===== src/rtl/clk_mon_pkg.sv =====
// clk_mon_pkg: shared FSM states, arm length and expected-count helpers for the clock-rate monitor
package clk_mon_pkg;
  typedef enum logic [1:0] {IDLE, ARM, MEASURE, REPORT} state_t;
  localparam int ARM_CYCLES = 2;
  function automatic int exp_count(input int gate, input int div);
    return gate / div;
  endfunction
  function automatic logic in_tol(input int diff, input int tol);
    return (diff < 0 ? -diff : diff) <= tol;
  endfunction
endpackage


===== src/rtl/clk_mon_edge_sync.sv =====
// clk_mon_edge_sync: 2-flop synchronizer plus rise detect for a monitored clock; level output only with CLKMON_DUTY_EN
module clk_mon_edge_sync (
  input  logic clk,
  input  logic rst,
  input  logic d,
`ifdef CLKMON_DUTY_EN
  output logic level,
`endif
  output logic rise
);
  logic s1, s2, p;
  always_ff @(posedge clk)
    if (rst) {s1, s2, p} <= '0;
    else {s1, s2, p} <= {d, s1, s2};
`ifdef CLKMON_DUTY_EN
  assign level = s2;
`endif
  assign rise = s2 & ~p;
endmodule


===== src/rtl/clk_div_monitor.sv =====
// clk_div_monitor: counts rising edges of a divided clock over a gate window and checks the ratio; CLKMON_DUTY_EN adds high_count
module clk_div_monitor
  import clk_mon_pkg::*;
#(
  parameter int GATE_CYCLES = 60,
  parameter int EXP_DIV     = 3,
  parameter int TOL         = 1,
  parameter int CNT_W       = 8
) (
  input  logic             clk,
  input  logic             rst,
  input  logic             start,
  input  logic             clk_div_in,
  output logic             busy,
  output logic             done,
  output logic [CNT_W-1:0] edge_count,
`ifdef CLKMON_DUTY_EN
  output logic [CNT_W-1:0] high_count,
`endif
  output logic             pass
);
  localparam int EXP_CNT = exp_count(GATE_CYCLES, EXP_DIV);
  state_t state, state_nxt;
  logic [CNT_W-1:0] win, edge_cnt;
  logic signed [CNT_W:0] diff;
  logic rise;
`ifdef CLKMON_DUTY_EN
  logic lvl;
  logic [CNT_W-1:0] hi_cnt;
`endif
  clk_mon_edge_sync u_sync (
    .clk   (clk),
    .rst   (rst),
    .d     (clk_div_in),
`ifdef CLKMON_DUTY_EN
    .level (lvl),
`endif
    .rise  (rise)
  );
  assign diff = $signed({1'b0, edge_cnt}) - $signed((CNT_W+1)'(EXP_CNT));
  assign busy = state == ARM || state == MEASURE;
  always_comb begin
    state_nxt = state == IDLE    ? (start ? ARM : IDLE) :
                state == ARM     ? (win == CNT_W'(ARM_CYCLES-1) ? MEASURE : ARM) :
                state == MEASURE ? (win == CNT_W'(GATE_CYCLES-1) ? REPORT : MEASURE) :
                                   IDLE;
  end
  always_ff @(posedge clk) begin
    if (rst) begin
      state      <= IDLE;
      win        <= '0;
      edge_cnt   <= '0;
      done       <= 1'b0;
      edge_count <= '0;
      pass       <= 1'b0;
`ifdef CLKMON_DUTY_EN
      hi_cnt     <= '0;
      high_count <= '0;
`endif
    end else begin
      state <= state_nxt;
      done  <= state == REPORT;
      // window counter restarts on every state change, so it times both ARM and MEASURE
      win   <= (state == IDLE || state_nxt != state) ? '0 : win + 1'b1;
      if (state == IDLE) edge_cnt <= '0;
      else if (state == MEASURE && rise && edge_cnt != '1) edge_cnt <= edge_cnt + 1'b1;
      if (state == REPORT) begin
        edge_count <= edge_cnt;
        pass       <= in_tol(int'(diff), TOL);
      end
`ifdef CLKMON_DUTY_EN
      if (state == REPORT) begin
        high_count <= hi_cnt;
        hi_cnt     <= '0;
      end else if (state == IDLE) hi_cnt <= '0;
      else if (state == MEASURE && lvl && hi_cnt != '1) hi_cnt <= hi_cnt + 1'b1;
`endif
    end
  end
endmodule

===== config.mk =====
export PLATFORM = sky130hd
export DESIGN_NAME = clk_div_monitor
export DESIGN_NICKNAME = d
export VERILOG_FILES = /design/src/rtl/clk_mon_pkg.sv /design/src/rtl/clk_mon_edge_sync.sv /design/src/rtl/clk_div_monitor.sv
export SDC_FILE = /design/constraint.sdc
export NUM_CORES = 1
export LEC_CHECK = 0
export ABC_CLOCK_PERIOD_IN_PS = 4700
export CELL_PAD_IN_SITES_DETAIL_PLACEMENT = 1
export CELL_PAD_IN_SITES_GLOBAL_PLACEMENT = 1
export CORE_MARGIN = 3
export CORE_UTILIZATION = 40
export CTS_CLUSTER_SIZE = 25
export DETAILED_ROUTE_END_ITERATION = 12
export PLACE_DENSITY_LB_ADDON = 0.1
export SLEW_MARGIN = 25
export SYNTH_ARGS = -nofsm -noshare
export SYNTH_HDL_FRONTEND = slang
export SYNTH_HIERARCHICAL = 1
export SYNTH_SLANG_ARGS = --single-unit

===== constraint.sdc =====
create_clock -name clk -period 4.7 [get_ports clk]
set_clock_uncertainty 0.2 [all_clocks]
set_input_delay 0.47 -clock clk [delete_from_list [all_inputs] [get_ports clk]]
set_output_delay 0.47 -clock clk [all_outputs]
set_load 0.005 [all_outputs]

== Yosys cells after proc, flatten, opt, wreduce, memory -nomap -nowiden ==
Cells that the tools add are included.
Storage, ports and cells
  bits in registers: 31
  output and inout bits: 11
  word-level logic and storage cells: 38
Cells by class
  add/sub/neg operators: 4
  order comparisons: 2
  equal/unequal tests: 7
  muxes and demuxes: 7
  bitwise logic cells: 2
  reductions and logical operators: 7
Operator list (count)
  $le A32 B2 Y1 const B: 1
  $mux W32: 1
  $neg A9 Y32: 1
  $add A8 B1 Y8 const B: 2
  $lt A9 B1 Y1 const B: 1
  $sub A8 B5 Y9 const B: 1
  $eq A8 B1 Y1 const B: 1
  $eq A8 B6 Y1 const B: 1
  $mux W2: 4
  $ne A8 B8 Y1 const B: 1
  $eq A2 B2 Y1 const B: 2
  $reduce_or A2 Y1: 2
  $eq A2 B1 Y1 const B: 1
  $logic_and A1 B1 Y1: 2
  $logic_not A2 Y1: 1
  $logic_or A1 B1 Y1: 2
  $mux W1: 2
  $ne A2 B2 Y1: 1
  $and A1 B1 Y1: 1
  $not A1 Y1: 1

== Longest topological paths before layout ==
Gate-level depths: netlist of run 1.
  depth after elaboration: 8
  depth in mapped cells: 8
  depth with buffers taken out: 7

== Modules after synthesis ==
The synthesis of run 1 kept the hierarchy.
By module, submodules not included
  clk_div_monitor: instances 1, cells each 175, area each 1517.7 um^2, sequential area each 560.5 um^2
  clk_mon_edge_sync: instances 1, cells each 7, area each 87.6 um^2, sequential area each 60.1 um^2

== Least setup slack after synthesis of run 1 ==
OpenSTA, ideal clock, no wires.
  path kind: reg-to-reg
  start: register edge_cnt[2]
  end: register pass
  setup time: 0.092 ns
  data arrival time: 1.586 ns
  required time: 4.408 ns
  path slack: 2.822 ns
  cell stages (with the launch flop): 9
  path buffers: 1
  path through: dfxtp_1 -> buf_6 -> inv_1 -> ha_1 -> xnor2_1 -> xor2_1 -> o31ai_2 -> a32oi_1 -> o32ai_1
Between the ends
  longest elaborated chain between the ends: 4
  elaborated cells on any way between the ends: 5
Ends and longest elaborated chain
  start: declaration: RTL line clk_div_monitor.sv:24  | logic [CNT_W-1:0] win, edge_cnt;
  start signal: assignment: RTL line clk_div_monitor.sv:66  | else if (state == MEASURE && rise && edge_cnt != '1) edge_cnt <= edge_cnt + 1'b1;
  $sub A8 B5 Y9 (*): RTL line clk_div_monitor.sv:40  | assign diff = $signed({1'b0, edge_cnt}) - $signed((CNT_W+1)'(EXP_CNT));
  $neg A9 Y32 or $lt A9 B1 Y1 (tied branches): RTL line clk_mon_pkg.sv:9  | return (diff < 0 ? -diff : diff) <= tol;
  $mux W32 (*): RTL line clk_mon_pkg.sv:9
  $le A32 B2 Y1 (*): RTL line clk_mon_pkg.sv:9
  end signal: assignment: RTL line clk_div_monitor.sv:69  | pass <= in_tol(int'(diff), TOL);
  end: declaration: RTL line clk_div_monitor.sv:20  | output logic pass
Every way passes the cells marked *; elsewhere a longest branch is shown, timed or not.
A chain may end at the register's enable or synchronous reset.

== Final worst setup path of run 1 ==
  start: register edge_cnt[2]
  end: register edge_cnt[5]
Between the ends
  longest elaborated chain between the ends: 2
  elaborated cells on any way between the ends: 3
Ends and longest elaborated chain
  branches (longest 2 deep; another with $add A8 B1 Y8)
Parallel ways; which one is timed is not known.

==> results of run 1 <==
==> where the power goes <==
group | switching (mW) | total (mW) | leakage, nW | internal, mW
Sequential | 0.00172 | 0.266 | 0.250 | 0.265
Clock | 0.105 | 0.208 | 0.0402 | 0.103
Combinational | 0.00866 | 0.0162 | 0.309 | 0.00752
Total | 0.116 | 0.491 | 0.600 | 0.375
==> cells in the final DEF, fill, tap and decap left out, types with 2 or more instances in the layout <==
cell             Yosys  final
nand3_1              7      7
or3_1                3      3
nor3_1               6      6
mux2i_1             10     10
a21oi_1              5      5
nor2_1              29     29
xor2_1               5      5
clkbuf_8             0      5
o211ai_1             3      3
clkdlybuf4s50_1      0     14
nor4_1               2      2
xnor2_1              7      7
inv_1                8      8
dfxtp_1             31     31
ha_1                11     11
nand2_1             10     10
nand2b_1             3      3
clkinvlp_4           0      2
nor2b_1              6      6
nand4_1              3      3
o21ai_0              3      3
==> how the worst min path moves through the flow <==
stage / to / cells after the start
detailed placement: u_sync/s2$_SDFF_PP0_ / 1
global placement: u_sync/s2$_SDFF_PP0_ / 1
floorplan: u_sync/s2$_SDFF_PP0_ / 1
finish: u_sync/s2$_SDFF_PP0_ / 1
CTS: u_sync/s2$_SDFF_PP0_ / 1
global route: u_sync/s2$_SDFF_PP0_ / 1
==> cell families (layout without fill, tap and decap cells) <==
family / Yosys count / count (layout) / synth area share, %
AOI/OAI and AO/OA: 23 / 23 / 10.1
buffers and inverters: 17 / 30 / 5.30
xor gates and xnor gates: 12 / 12 / 6.55
and+or+nand+nor: 78 / 78 / 24.6
muxes: 10 / 10 / 6.24
DFF: 31 / 31 / 38.7
adders and majority gates: 11 / 11 / 8.57
==> through the flow <==
stage / area, sq um / setup slack [ns] / cells
2_1_floorplan: 1610 / 2.82 / 182
3_3_place_gp: 1750 / 2.39 / 235
3_5_place_dp: 1750 / 2.29 / 235
4_1_cts: 1840 / 2.25 / 243
5_1_grt: 1840 / 2.06 / 243
6_report: 1840 / 2.28 / 243
==> state kept, by name, indices dropped and copies added, names as in the netlist <==
register and flops:
edge_cnt 8, done 1, u_sync/s1 1, state 2
u_sync/s2 1, u_sync/p 1, pass 1, win 8
edge_count 8
==> metal layers <==
metal | up-vias | global-route usage [%] | wire length, um
met1 | 625 | 17.8 | 1630
met5 | - | 0 | 0
met3 | 12 | 3.48 | 93
li1 | 647 | - | -
met2 | 16 | 30.0 | 1910
met4 | 0 | 10.2 | 117
==> worst max-delay path, delay by kind of cell, from the launching register on <==
| family | cells | cell delay (ns) |
|---|---|---|
| xor gates and xnor gates | 1 | 0.18 |
| adders and majority gates | 1 | 0.24 |
| AOI/OAI and AO/OA | 1 | 0.73 |
| DFF | 1 | 0.58 |
| and+or+nand+nor | 3 | 0.37 |
==> cell type report <==
class | instances | area, sq um | share of cell area [%]
clock inverters | 3 | 20.0 | 1.09
clock buffers | 5 | 68.8 | 3.74
well taps | 48 | 60.1 | 3.27
repair buffers | 14 | 140 | 7.62
multi-input cells | 134 | 900 | 48.9
flip-flops and latches | 31 | 621 | 33.7
inverters | 8 | 30.0 | 1.63
==> metrics.txt, run 1 <==
Leak 0.600 nW; post-synth top area share about 39%; Initial Util 42.6%; die area around 0.0048 sq mm; sequential fraction of the synthesis area 38.7%; Synth top cells by count 31 x dfxtp_1, 29 x nor2_1, 11 x ha_1; share of layout cells above drive strength 1 between 7 and 8%; Critical Path Max Stage Delay ~0.73 ns; EDFF count, synth 0; Max Cap Viol 0; crit path max fanout 12; Setup Viol. Count Final 0; Layout fillers 430; WS Path Type register to register; first drt pass iteration count 4; Post-synth ARST share 0%; Buffers on Ports 14; syn_area_per_cell a little under 9 sq um; Final min period between 2 and 2.5 ns; Core Rows 22; total CTS buffers 5; layout net count roughly 210; GRT Util Overall 16.8%; top cells by area, synth dfxtp_1 39%, ha_1 8.6%, nor2_1 6.8%; source of the worst register-to-register timing path edge_cnt[2]$_SDFFE_PP0P_; drt total wl approximately 3800 um; status completed; Cells after Synth ~180; Core Area 0.00377 sq mm; Warnings, synthesis 6; setup TNS 0 ns; Antenna Nets Post-Route 0; Slew Viols, Final 0; H-tree levels 2; Hold WS between 0.2 and 0.3 ns; min-delay worst type register to register; crit path launch type register; Post-CTS Setup Bufs 0; Yosys reg bits 31; Critical Path Sink edge_cnt[5]$_SDFFE_PP0P_; initial antenna violation count 0; worst vdd ir between 0.15 and 0.2 mV; RSZ-0062 raised after global routing no; CP max stage cell o211ai_1; Vias 1300; final worst path period share about 52%; leading register cell type out of synthesis dfxtp_1; WL/cell around 15 um; Die Span Y a little under 70 um; gpl congestion between 0.7 and 0.8; clk sinks 31; FF-to-FF End edge_cnt[5]$_SDFFE_PP0P_; Via density roughly 5.3; DIE WIDTH a little under 70 um; Clock Latency Late Sink 0.29 ns; clk slew on worst S/H paths approximately 0.070 ns; crit path from edge_cnt[2]$_SDFFE_PP0P_; number of global-route vias before repair roughly 1400; Worst Tran Pin Value roughly 0.82 ns; area grow syn2layout 14.6%; Layout Utilization about half; Unique masters post-synth 42; Ports 15; pin count of the biggest net entering global routing 17; first-pass GRT wire length about 6500 um; critical path endpoint category register; critical-path cell list ha_1, nand4_1, o211ai_1, nor3_1, xnor2_1, nor2_1; hold_sp u_sync/s1$_SDFF_PP0_; pwr/cell area 267 mW/mm^2; Hold Vio Cnt, Final 0; R2R depth 6; CTS tree done; area leader, netlist dfxtp_1; syn nets around 200; DRC viols 0; reg-to-reg slack, setup 2.28 ns; Clock Tree Buf Depth 2; synthesized area approximately 0.0016 sq mm; fmax 0.413 GHz; grt ovf 0; cell with the most instances after synthesis dfxtp_1; clock root cell clkbuf_8; Worst Path Required ~4.7 ns; Power Total slightly below 0.5 mW; Slew HR ~45%; hold_buf cts 0; Initial DRC Count 46; Critical Path AT roughly 2.4 ns; post-CTS resize count 0; number of diodes 0; Detailed Place HPWL approximately 2700 um
(Power assumes the default switching activity.)
==> run 2: changes to the inputs <==
Settings changed: ABC_CLOCK_PERIOD_IN_PS 4700 to 2400.
Clock period 4.7 ns to 2.4 ns, I/O delays scaled along.
==> run 2 against run 1 <==
  * Cell count up 1.2%
  * Die area unchanged
  * Register-to-register slack worse by 2.1 ns
  * Power up 91%
  * Clock power up 85%
  * Sequential power up 96%
  * Critical endpoint is now pass$_SDFFE_PP0P_
  * Largest power group unchanged
==> metrics.txt, run 2 (same netlist as run 1, synthesis figures left out) <==
WS Path Type register to register; Sw Ratio 21.4%; Antenna Nets Post-Route 0; Via density between 5 and 6; critical-path cell list inv_1, ha_1, xnor2_1, xor2_1, o31ai_2, a32oi_1, o32ai_1; clk sinks 31; layout net count roughly 210; first drt pass iteration count 4; Core Rows 22; Seq pwr share 55.6%; grt ovf 0; setup TNS 0 ns; die area 0.00481 sq mm; total CTS buffers 5; first-pass GRT wire length about 6700 um; area grow syn2layout 15.6%; Clock Latency Late Sink 0.27 ns; H-tree levels 2; hold_buf cts 0; Post-CTS Setup Bufs 0; Initial Util between 40% and 50%; metal3 WL approximately 84 um; Ports 15; Placed Area 0.00177 sq mm; Max Cap Viol 0; Buffers on Ports 14; Power Total 0.938 mW; Vias about 1300; critical path endpoint category register; placed cells about 240; Critical Path AT roughly 2.2 ns; DIE WIDTH around 69 um; status completed; share of layout cells above drive strength 1 8.59%; Detailed Place HPWL approximately 2900 um; internal power approximately 0.74 mW; Die Span Y 69.4 um; Largest regs edge_cnt x8, edge_count x8, win x8; worst vdd ir 0.353 mV; max layer used met4; Layout fillers between 400 and 500; Worst Path Required around 2.4 ns; RSZ-0062 raised after global routing no; pin count of the biggest net entering global routing 16; sum of buffers and inverters on the critical path 1; Setup Viol. Count Final 0; number of global-route vias before repair around 1400; leading cell type in the layout, fill and taps excluded dfxtp_1; Initial DRC Count 37; post-CTS resize count 0; clock root cell clkbuf_8; metal2 WL 1920 um; Largest delay share family, worst path compound AO/OA/AOI/OAI gates; WL/cell 15.4 um; drt total wl 3780 um; Leak slightly above 0.6 nW; Post-Route M1 WL 1710 um; Worst Tran Pin Value about 0.41 ns; Final min period around 2.2 ns; Non-Filler Instances roughly 250; fmax roughly 0.46 GHz; DRC viols 0; CP max stage cell dfxtp_1; Hold Vio Cnt, Final 0; fin area approximately 0.0019 sq mm; crit path launch type register; GRT Util Overall about 17%; Clock Tree Buf Depth 2; commonest cells after routing, fill and taps aside 30 x dfxtp_1, 29 x nor2_1, 14 x clkdlybuf4s50_1; pwr/cell area ~500 mW/mm^2; number of diodes 0; Core Area roughly 0.0038 sq mm; Critical Path Max Stage Delay 0.49 ns; CTS tree done; Sw Pwr roughly 0.2 mW; Slew Viols, Final 0; clock share of power 40.9%; Comb pwr share ~3.4%; min-delay worst type register to register; Slew HR 72.3%; crit path max fanout 8; clk slew on worst S/H paths about 0.06 ns; gpl congestion between 0.8 and 0.9; final worst path period share 90.7%; initial antenna violation count 0
-- run 2: cell types whose count changed in the layout (fill, tap and decap cells not counted), sizes merged --
cell | previous run | this run
clkinvlp | 2 | 0
clkbuf | 5 | 7
buf | 0 | 3
-- run 2: metal layers --
metal | up-vias | global-route usage (%)
met2 | 12 | 29.4
met1 | 635 | 20.5
met3 | 8 | 4.64
li1 | 655 | -
met5 | - | 0
met4 | 0 | 6.94
-- run 2: final timing paths --
check | startpoint | to | slack [ns] | depth (start not counted)
worst max-delay path | edge_cnt[3]$_SDFFE_PP0P_ | pass$_SDFFE_PP0P_ | 0.22 | 7
worst min-delay path | u_sync/s1$_SDFF_PP0_ | u_sync/s2$_SDFF_PP0_ | 0.25 | 1
worst max register to register | edge_cnt[3]$_SDFFE_PP0P_ | pass$_SDFFE_PP0P_ | 0.22 | 7
worst min register to register | u_sync/s1$_SDFF_PP0_ | u_sync/s2$_SDFF_PP0_ | 0.25 | 1
-- run 2: metrics by stage --
stage	util [%]	setup WS, ns	hold slack [ns]
floorplan	-	0.522	0.112
finish	49.2	0.222	0.253
detailed placement	47.0	0.161	0.245
global route	49.2	0.0158	0.276
global placement	47.0	0.337	0.238
CTS	49.2	0.139	0.260
-- run 2: power by group through the flow --
stage / logic, mW / clock network [mW] / registers, mW
after CTS: 0.0331 / 0.402 / 0.522
after global placement: 0.0320 / 0 / 0.533
after global routing: 0.0372 / 0.425 / 0.522
final: 0.0323 / 0.384 / 0.522
after floorplan: 0.0188 / 0 / 0.533
after detailed placement: 0.0330 / 0 / 0.534
-- run 2: final cells by class --
type / count / area (sq um) / area share, %
Tap cell: 48 / 60.1 / 3.24
Sequential cell: 31 / 622 / 33.5
Clock inverter: 1 / 5.00 / 0.270
Timing Repair Buffer: 17 / 163 / 8.77
Clock buffer: 7 / 76.3 / 4.11
Inverter: 8 / 30.0 / 1.62
Multi-Input combinational cell: 134 / 900 / 48.5
-- run 2: worst register-to-register path: cells and delay by family (launching register included) --
kind	cells	cell delay, ns
XOR/XNOR	2	0.38
flip-flops	1	0.49
adder cells (fa/ha/maj)	1	0.26
buffers and inverters	1	0.12
AO/OA/AOI/OAI	3	0.64
==> run 3: changes to the inputs <==
Settings changed: CORE_MARGIN 3 to 1.5, CTS_CLUSTER_DIAMETER set to 40.
==> run 3 against run 2 <==
  * Register-to-register slack gained 0.03 ns
  * Clock-buffer cell count shrank 2
  * Critical path depth is the same
  * Die area shrank 8.5%
  * Cell count grew 0.41%
  * Sequential share of layout area shrank 0.31 points
  * Clock power grew 5.5%
  * Worst hold slack gained 0.0027 ns
  * Flip-flop and latch count is the same
  * Combinational power is essentially flat
  * Critical endpoint unchanged
  * Highest routed layer unchanged
==> metrics.txt, run 3 (same netlist as run 1, synthesis figures left out) <==
status completed; pwr/cell area ~510 mW/mm^2; number of global-route vias before repair 1330; Hold Vio Cnt, Final 0; pin count of the biggest net entering global routing 16; Largest delay share family, worst path compound AO/OA/AOI/OAI gates; total CTS buffers 5; clock root cell clkbuf_8; crit path launch type register; Via density between 5 and 6; Non-Filler Instances ~250; clk sinks 31; WS Path Type register to register; Buffers on Ports 14; Hold WS 0.255 ns; Slew Viols, Final 0; Initial Util 42.9%; initial antenna violation count 0; worst vdd ir just under 0.4 mV; Setup Viol. Count Final 0; share of layout cells above drive strength 1 9.55%; Worst Tran Pin Value about 0.45 ns; Die Span Y 66.4 um; min-delay worst type register to register; Critical Path Max Stage Delay ~0.48 ns; critical-path cell list inv_1, ha_1, nand2b_1, and2_1, o211ai_1, o2111ai_1, o32ai_1; fmax 0.466 GHz; crit path max fanout 8; RSZ-0062 raised after global routing no; Final min period around 2.1 ns; Detailed Place HPWL roughly 2700 um; Antenna Nets Post-Route 0; sum of buffers and inverters on the critical path 1; layout net count 213; Max Cap Viol 0; post-CTS resize count 0; first drt pass iteration count 4; Critical Path AT 2.13 ns; DIE WIDTH between 60 and 70 um; placed cells 239; Slew HR a little over two thirds; final worst path period share 89.5%; Clock Tree Buf Depth 2; CTS tree done; DRC viols 0; WL/cell around 15 um; Leak approximately 0.62 nW; Post-CTS Setup Bufs 0; commonest cells after routing, fill and taps aside 31 x dfxtp_1, 29 x nor2_1, 14 x clkdlybuf4s50_1; critical path endpoint category register; GRT Util Overall between 10% and 20%; Core Area between 0.003 and 0.004 sq mm; Largest regs edge_cnt x8, edge_count x8, win x8; Clock Latency Late Sink ~0.28 ns; Initial DRC Count 33; area grow syn2layout 16.4%; Vias around 1300; drt total wl between 3000 and 4000 um; CP max stage cell dfxtp_1; grt ovf 0; first-pass GRT wire length 6310 um; setup TNS 0 ns; Ports 15; Core Rows 22; gpl congestion a little over 0.8; clk slew on worst S/H paths 0.07 ns; H-tree levels 2; leading cell type in the layout, fill and taps excluded dfxtp_1; number of diodes 0; hold_buf cts 0; Worst Path Required ~2.4 ns; die area approximately 0.0044 sq mm
## run 3: area by class of cell
class                           instances  area [sq um]
Timing Repair Buffer                   18           170
Tap cell                               48          60.1
Multi-Input combinational cell        134           900
Inverter                                8          30.0
Fill cell                             452          1870
Sequential cell                        31           621
Clock inverter                          3          20.0
Clock buffer                            5          68.8
## run 3: metal layers
metal	GRT usage [%]	vias up	wire length (um)
met1	22.8	632	1670
met3	4.60	5	73
met2	33.5	10	1890
met4	7.14	0	53
met5	0	-	0
li1	-	661	-
## run 3: worst paths after layout
kind / startpoint / endpoint / slack, ns / depth (start not counted)
setup reg to reg: edge_cnt[3]$_SDFFE_PP0P_ / pass$_SDFFE_PP0P_ / 0.25 / 7
hold / removal: u_sync/s1$_SDFF_PP0_ / u_sync/s2$_SDFF_PP0_ / 0.26 / 1
hold reg to reg: u_sync/s1$_SDFF_PP0_ / u_sync/s2$_SDFF_PP0_ / 0.26 / 1
setup / recovery: edge_cnt[3]$_SDFFE_PP0P_ / pass$_SDFFE_PP0P_ / 0.25 / 7
## run 3: worst reg2reg max path: stages, from the launching register on
cell and delay, ns:
dfxtp_1 0.48, inv_1 0.10, ha_1 0.25, nand2b_1 0.23, and2_1 0.20, o211ai_1 0.20
o2111ai_1 0.14, o32ai_1 0.25
## run 3: through the flow
step / power, mW / util, % / setup WS, ns / instance area (sq um)
floorplan: 0.551 / - / 0.522 / 1610
global placement: 0.565 / 47.6 / 0.352 / 1780
detailed placement: 0.566 / 47.6 / 0.277 / 1780
CTS: 0.975 / 49.9 / 0.253 / 1870
global route: 1.00 / 49.9 / 0.0742 / 1870
finish: 0.959 / 49.9 / 0.253 / 1870
## run 3: power breakdown
part | internal [mW] | leakage [nW] | switching (mW)
sequential | 0.518 | 0.250 | 0.00353
clock | 0.201 | 0.0402 | 0.204
combinational | 0.0158 | 0.329 | 0.0162
